File: src/rtl/exc_int_ctrl.sv
// Exception/interrupt sequencer between writeback and the CSR file.
// Owns the constant timer, builds ESTAT.IS and drives registered commit strobes plus a pipeline flush.
module exc_int_ctrl #(
  parameter int FLUSH_CYCLES = 2,
  parameter int TIMER_W      = 32
) (
  input  logic               clk,
  input  logic               resetn,
  input  logic               wb_valid,
  input  logic               wb_ex_req,
  input  logic [5:0]         wb_ecode_in,
  input  logic [8:0]         wb_esubcode_in,
  input  logic [31:0]        wb_pc_in,
  input  logic               wb_ertn,
  input  logic [7:0]         hw_int,
  input  logic               ipi_int,
  input  logic [1:0]         sw_is,
  input  logic               crmd_ie,
  input  logic [12:0]        ecfg_lie,
  input  logic               tcfg_we,
  input  logic [31:0]        tcfg_wdata,
  input  logic               ticlr_we,
  input  logic [31:0]        ticlr_wdata,
  output logic [TIMER_W-1:0] tval,
  output logic [31:0]        tcfg_rdata,
  output logic [12:0]        estat_is,
  output logic               csr_wb_ex,
  output logic [5:0]         csr_ecode,
  output logic [8:0]         csr_esubcode,
  output logic [31:0]        csr_ex_pc,
  output logic               csr_ertn_flush,
  output logic               pipe_flush,
  output logic               busy
);

  typedef enum logic [1:0] {IDLE, STROBE, DRAIN} state_t;

  state_t      state, state_next;
  logic [3:0]  flush_cnt, flush_cnt_next;
  logic [31:0] tcfg;
  logic        timer_is;
  logic        timer_set;
  logic        int_take;
  logic        accept;
  logic        unused_ticlr;

  assign unused_ticlr = ^ticlr_wdata[31:1];

  assign tcfg_rdata = tcfg;
  assign estat_is   = {ipi_int, timer_is, 1'b0, hw_int, sw_is};
  assign int_take   = crmd_ie & (|(estat_is & ecfg_lie));
  assign accept     = (state == IDLE) & wb_valid & (int_take | wb_ex_req | wb_ertn);
  assign timer_set  = ~tcfg_we & tcfg[0] & (tval == TIMER_W'(1));
  assign pipe_flush = (state != IDLE);
  assign busy       = (state != IDLE);

  // Constant timer: a TCFG write reloads and overrides counting; one-shot expiry drops En.
  always_ff @(posedge clk or negedge resetn) begin
    if (!resetn) begin
      tcfg <= '0;
      tval <= '0;
    end else if (tcfg_we) begin
      tcfg <= tcfg_wdata;
      tval <= {tcfg_wdata[TIMER_W-1:2], 2'b00};
    end else if (tcfg[0] && tval != '0) begin
      tval <= tval - TIMER_W'(1);
      if (tval == TIMER_W'(1) && !tcfg[1]) tcfg[0] <= 1'b0;
    end else if (tcfg[0] && tcfg[1]) begin
      tval <= {tcfg[TIMER_W-1:2], 2'b00};
    end
  end

  // A set in the same cycle as a TICLR clear keeps the interrupt pending.
  always_ff @(posedge clk or negedge resetn) begin
    if (!resetn)                          timer_is <= 1'b0;
    else if (timer_set)                   timer_is <= 1'b1;
    else if (ticlr_we && ticlr_wdata[0])  timer_is <= 1'b0;
  end

  always_ff @(posedge clk or negedge resetn) begin
    if (!resetn) begin
      state     <= IDLE;
      flush_cnt <= '0;
    end else begin
      state     <= state_next;
      flush_cnt <= flush_cnt_next;
    end
  end

  // DRAIN leaves when the counter is on its last cycle so the flush spans exactly FLUSH_CYCLES.
  always_comb begin
    state_next     = state;
    flush_cnt_next = flush_cnt;
    case (state)
      IDLE: if (accept) state_next = STROBE;
      STROBE: begin
        flush_cnt_next = 4'(FLUSH_CYCLES - 1);
        state_next     = (FLUSH_CYCLES > 1) ? DRAIN : IDLE;
      end
      DRAIN: begin
        flush_cnt_next = flush_cnt - 4'd1;
        if (flush_cnt <= 4'd1) state_next = IDLE;
      end
      default: state_next = IDLE;
    endcase
  end

  always_ff @(posedge clk or negedge resetn) begin
    if (!resetn) begin
      csr_wb_ex      <= 1'b0;
      csr_ertn_flush <= 1'b0;
      csr_ecode      <= '0;
      csr_esubcode   <= '0;
      csr_ex_pc      <= '0;
    end else begin
      csr_wb_ex      <= accept & (int_take | wb_ex_req);
      csr_ertn_flush <= accept & ~int_take & ~wb_ex_req & wb_ertn;
      if (accept) begin
        csr_ex_pc <= wb_pc_in;
        if (int_take) begin
          csr_ecode    <= 6'h00;
          csr_esubcode <= 9'h000;
        end else begin
          csr_ecode    <= wb_ecode_in;
          csr_esubcode <= wb_esubcode_in;
        end
      end
    end
  end

endmodule
File: config.mk
export PLATFORM = sky130hd
export DESIGN_NAME = exc_int_ctrl
export DESIGN_NICKNAME = d
export VERILOG_FILES = /design/src/rtl/exc_int_ctrl.sv
export SDC_FILE = /design/constraint.sdc
export NUM_CORES = 1
export LEC_CHECK = 0
export ABC_CLOCK_PERIOD_IN_PS = 4300
export BUFFER_PORTS_ARGS = -buffer_cell sky130_fd_sc_hd__buf_2
export CORE_MARGIN = 4
export CORE_UTILIZATION = 49
export CTS_BUF_LIST = sky130_fd_sc_hd__clkbuf_2 sky130_fd_sc_hd__clkbuf_4 sky130_fd_sc_hd__clkbuf_8
export DETAILED_ROUTE_END_ITERATION = 12
export GPL_TIMING_DRIVEN = 0
export PLACE_DENSITY = 0.8
export RECOVER_POWER = 50
export SLEW_MARGIN = 20
export SYNTH_ARGS = -nofsm -noshare
export SYNTH_HDL_FRONTEND = slang
export SYNTH_SLANG_ARGS = --single-unit
File: constraint.sdc
create_clock -name clk -period 4.3 [get_ports clk]
set_clock_uncertainty 0.1 [all_clocks]
set_input_delay 0.43 -clock clk [delete_from_list [all_inputs] [get_ports clk]]
set_output_delay 0.43 -clock clk [all_outputs]
set_load 0.05 [all_outputs]
==> flow_summary.toml <==
[status]
status = "finished, violations left"
violations = "capacitance limit, slew limit"

[route]
drtIter0Drc = 456
wl_per_cell_um = 20.6
routed_wl_um = 20500
drtPass1Iterations = 5
drtAntennaViolNets = 0
post-route-drc-count = 0
dr_total_vias = 5862
routed_via_density = 5.88

[placed_design]
gp_congestion = 0.971
dpl.cell_count = 962
io_buffers = 236
hpwl_um = 15200

[yosys]
yosysWarnings = 0
syn_nets = 730
synth_edf_count = 0
synth_common_cells = "dfrtp_1, nand2_1, o21ai_0"
synth_most_common_cell = "dfrtp_1"
yosysTopAreaCell = "dfrtp_1"
ys_top_cells_by_area = "dfrtp_1, mux2_2, o21ai_0"
avgSynthCellArea_sq_um = 10.3
netlist_area_sq_mm = 0.00598
synth-seq-area-share_pct = 50.3
yosys.area.top_type_share_pct = 50.3
synth_top_flop_cell = "dfrtp_1"
synth-async-reset-ratio_pct = 100
synth-seq-cells = 120
synth_cell_types = 59
postSynthCellCount = 578

[worst_hold_path]
holdCritStartpoint = "wb_ex_req"
min_to = "csr_ertn_flush$_DFF_PN0_"
hold_path.class = "in -> reg"
whs_path_depth = 2

[cts]
cts-resized-gates = 0
htreeDepth = 4
clk_pin_slew_worst_paths_ns = 0.07
cts_buffer_depth = 2
cts_setup_buffers = 0
cts_sinks = 120
cts_tree = "done"
cts_root_buf = "clkbuf_8"
numCtsBuffers = 17
insertion_delay_ns = 0.46

[setup_path]
startpoint_type = "register"
cp_max_fo = 10
worstPathArrival_ns = 4.21
worstPathRequired_ns = 4.57
worst-r2r-cell-count = 8
r2r_slack_ns = 0.36
worstReg2RegStart = "tval[8]$_DFFE_PN0P_"
r2r_end = "tval[7]$_DFFE_PN0P_"
worstSetupPathType = "reg -> reg"
end_kind = "register"

[power]
intPower_w = 0.00257
clkPwrFrac_pct = 20.9
power.density_mw_per_mm2 = 646
p_leak_nw = 3.59
power_frac_seq_pct = 33.5
p_comb_share_pct = 45.6
p_switching_w = 0.00242
peakVddDrop_v = 0.000332
swShare_pct = 48.4

[floorplan]
die_area_sq_mm = 0.0140
ioPinCount = 271
die_h_um = 118
start_util_pct = 50.0
die_w_um = 118
coreArea_sq_mm = 0.0120
core.rowCount = 40

[final_layout]
filler_cell_count = 1030
instances_no_fill = 997
final_layout_size_suffix_gt1_share_pct = 33.8
area_growth_pct = 29.1
nets = 987
fin_util_pct = 64.5

[timing]
report.final.slew_viol_count = 48
rsz0062_at_grt = "no"
fin_crit_ns = 3.94
period_share_pct = 91.5
setup_viol = 0
fmax_ghz = 0.254
max_slew_margin_pct = -80.7
hold_viol = 0
max_slew.worst_pin.slew_ns = 2.71
fin_tns_setup_ns = 0

[global_routing]
antenna_found_initial = 4
grt_max_degree = 74
grt_first_pass_wirelength_um = 31600
track_usage_pct = 28.9
grt_pass1_vias = 5972
grt_overflow = 0

[run]
drv_cap = 1
==> cells by family (layout without fill, tap and decap cells) <==
| logic type | after synthesis | in the layout | synth area share [%] |
|---|---|---|---|
| AO/OA/AOI/OAI | 154 | 154 | 18.4 |
| XOR/XNOR | 3 | 3 | 0.440 |
| adder cells (fa/ha/maj) | 9 | 9 | 1.88 |
| buffers and inverters | 77 | 346 | 6.37 |
| flip-flops | 120 | 120 | 50.3 |
| multiplexers | 49 | 49 | 9.17 |
| other | 1 | 4 | 0.0628 |
| AND/OR/NAND/NOR | 165 | 165 | 13.5 |
==> how the worst max path moves through the flow <==
stage                          from              endpoint  slack (ns)  cells after the start
6_report        tval[8]$_DFFE_PN0P_   tval[7]$_DFFE_PN0P_        0.36                      8
2_1_floorplan  tval[14]$_DFFE_PN0P_  tval[13]$_DFFE_PN0P_        1.04                      8
3_5_place_dp    tval[8]$_DFFE_PN0P_  tval[21]$_DFFE_PN0P_        0.52                      8
3_3_place_gp    tval[8]$_DFFE_PN0P_   tval[7]$_DFFE_PN0P_        0.59                      8
5_1_grt         tval[8]$_DFFE_PN0P_  tval[17]$_DFFE_PN0P_        0.27                      8
4_1_cts         tval[8]$_DFFE_PN0P_  tval[17]$_DFFE_PN0P_        0.50                      8
==> sequential cells by signal, summed over array words and instances (netlist names) <==
| signal | count |
|---|---|
| csr_ex_pc | 32 |
| tcfg_rdata | 32 |
| tval | 32 |
| csr_esubcode | 9 |
| csr_ecode | 6 |
| flush_cnt | 4 |
| state | 2 |
| csr_ertn_flush | 1 |
| csr_wb_ex | 1 |
| timer_is | 1 |
==> metal layers <==
| metal | GRT usage, % | vias to the layer above | part of all wire [%] |
|---|---|---|---|
| met5 | 0 | - | 0.063 |
| met4 | 15.6 | 2 | 3.8 |
| met3 | 5.93 | 63 | 8.1 |
| met2 | 48.4 | 327 | 50 |
| met1 | 35.0 | 2833 | 38 |
| li1 | - | 2637 | - |
==> area by class of cell <==
class / count / area (sq um) / area share (%)
Multi-Input combinational cell: 381 / 2590 / 33.6
Tap cell: 147 / 184 / 2.38
Buffer: 48 / 272 / 3.52
Clock inverter: 12 / 143 / 1.85
Inverter: 29 / 109 / 1.41
Sequential cell: 120 / 3000 / 38.9
Antenna cell: 3 / 7.51 / 0.0973
Timing Repair Buffer: 238 / 1150 / 14.9
Clock buffer: 19 / 262 / 3.39
==> cells in the final DEF (no fill, tap or decap), drive strengths merged, types with 3 or more instances in the layout <==
| cell | instances |
|---|---|
| a22o | 19 |
| nor4b | 3 |
| mux2 | 46 |
| and2 | 3 |
| a222oi | 3 |
| inv | 32 |
| nor4 | 16 |
| nand2 | 54 |
| dfrtp | 120 |
| a31oi | 4 |
| a21o | 4 |
| nor2 | 34 |
| o211ai | 9 |
| or3 | 6 |
| a21oi | 13 |
| ha | 9 |
| o22ai | 3 |
| o21ai | 51 |
| mux2i | 3 |
| o2bb2ai | 8 |
| nor3 | 23 |
| a221oi | 10 |
| clkinv | 6 |
| clkbuf | 100 |
| a211oi | 6 |
| o41ai | 3 |
| nand3 | 9 |
| diode | 3 |
| o21a | 4 |
| or4 | 6 |
| buf | 204 |
==> critical path, stage by stage, from the launching register on <==
cell and delay, ns:
dfrtp_1 0.49, nor4_1 0.88, nand4b_1 0.24, clkbuf_1 0.28, o41a_1 0.43, buf_2 0.22, nor2_1 0.79, a222oi_1 0.21
o2bb2ai_1 0.20
==> metrics by stage <==
step / area (sq um) / power (W) / hold slack [ns] / setup slack [ns]
after floorplan: 5980 / 0.00337 / 0.0344 / 1.04
after global placement: 7340 / 0.00393 / 0.375 / 0.593
after detailed placement: 7370 / 0.00400 / 0.298 / 0.522
after CTS: 7790 / 0.00505 / 0.0313 / 0.503
after global routing: 7720 / 0.00520 / 0.0641 / 0.266
final: 7720 / 0.00499 / 0.0656 / 0.364
==> what timing repair did <==
| item | 4_1_cts | 5_1_grt |
|---|---|---|
| endpoints found under the hold margin | 47 | 0 |
| setup endpoints to repair | 0 | 0 |
| hold buffers | 1 | 0 |
==> power by group through the flow <==
stage / Combinational (W) / Clock, W / Sequential [W]
after floorplan: 0.000693 / 0 / 0.00267
after global placement: 0.00228 / 0 / 0.00164
after detailed placement: 0.00233 / 0 / 0.00168
after CTS: 0.00234 / 0.00106 / 0.00165
after global routing: 0.00239 / 0.00111 / 0.00170
final: 0.00228 / 0.00104 / 0.00167
Power figures use the tool's default switching activity.
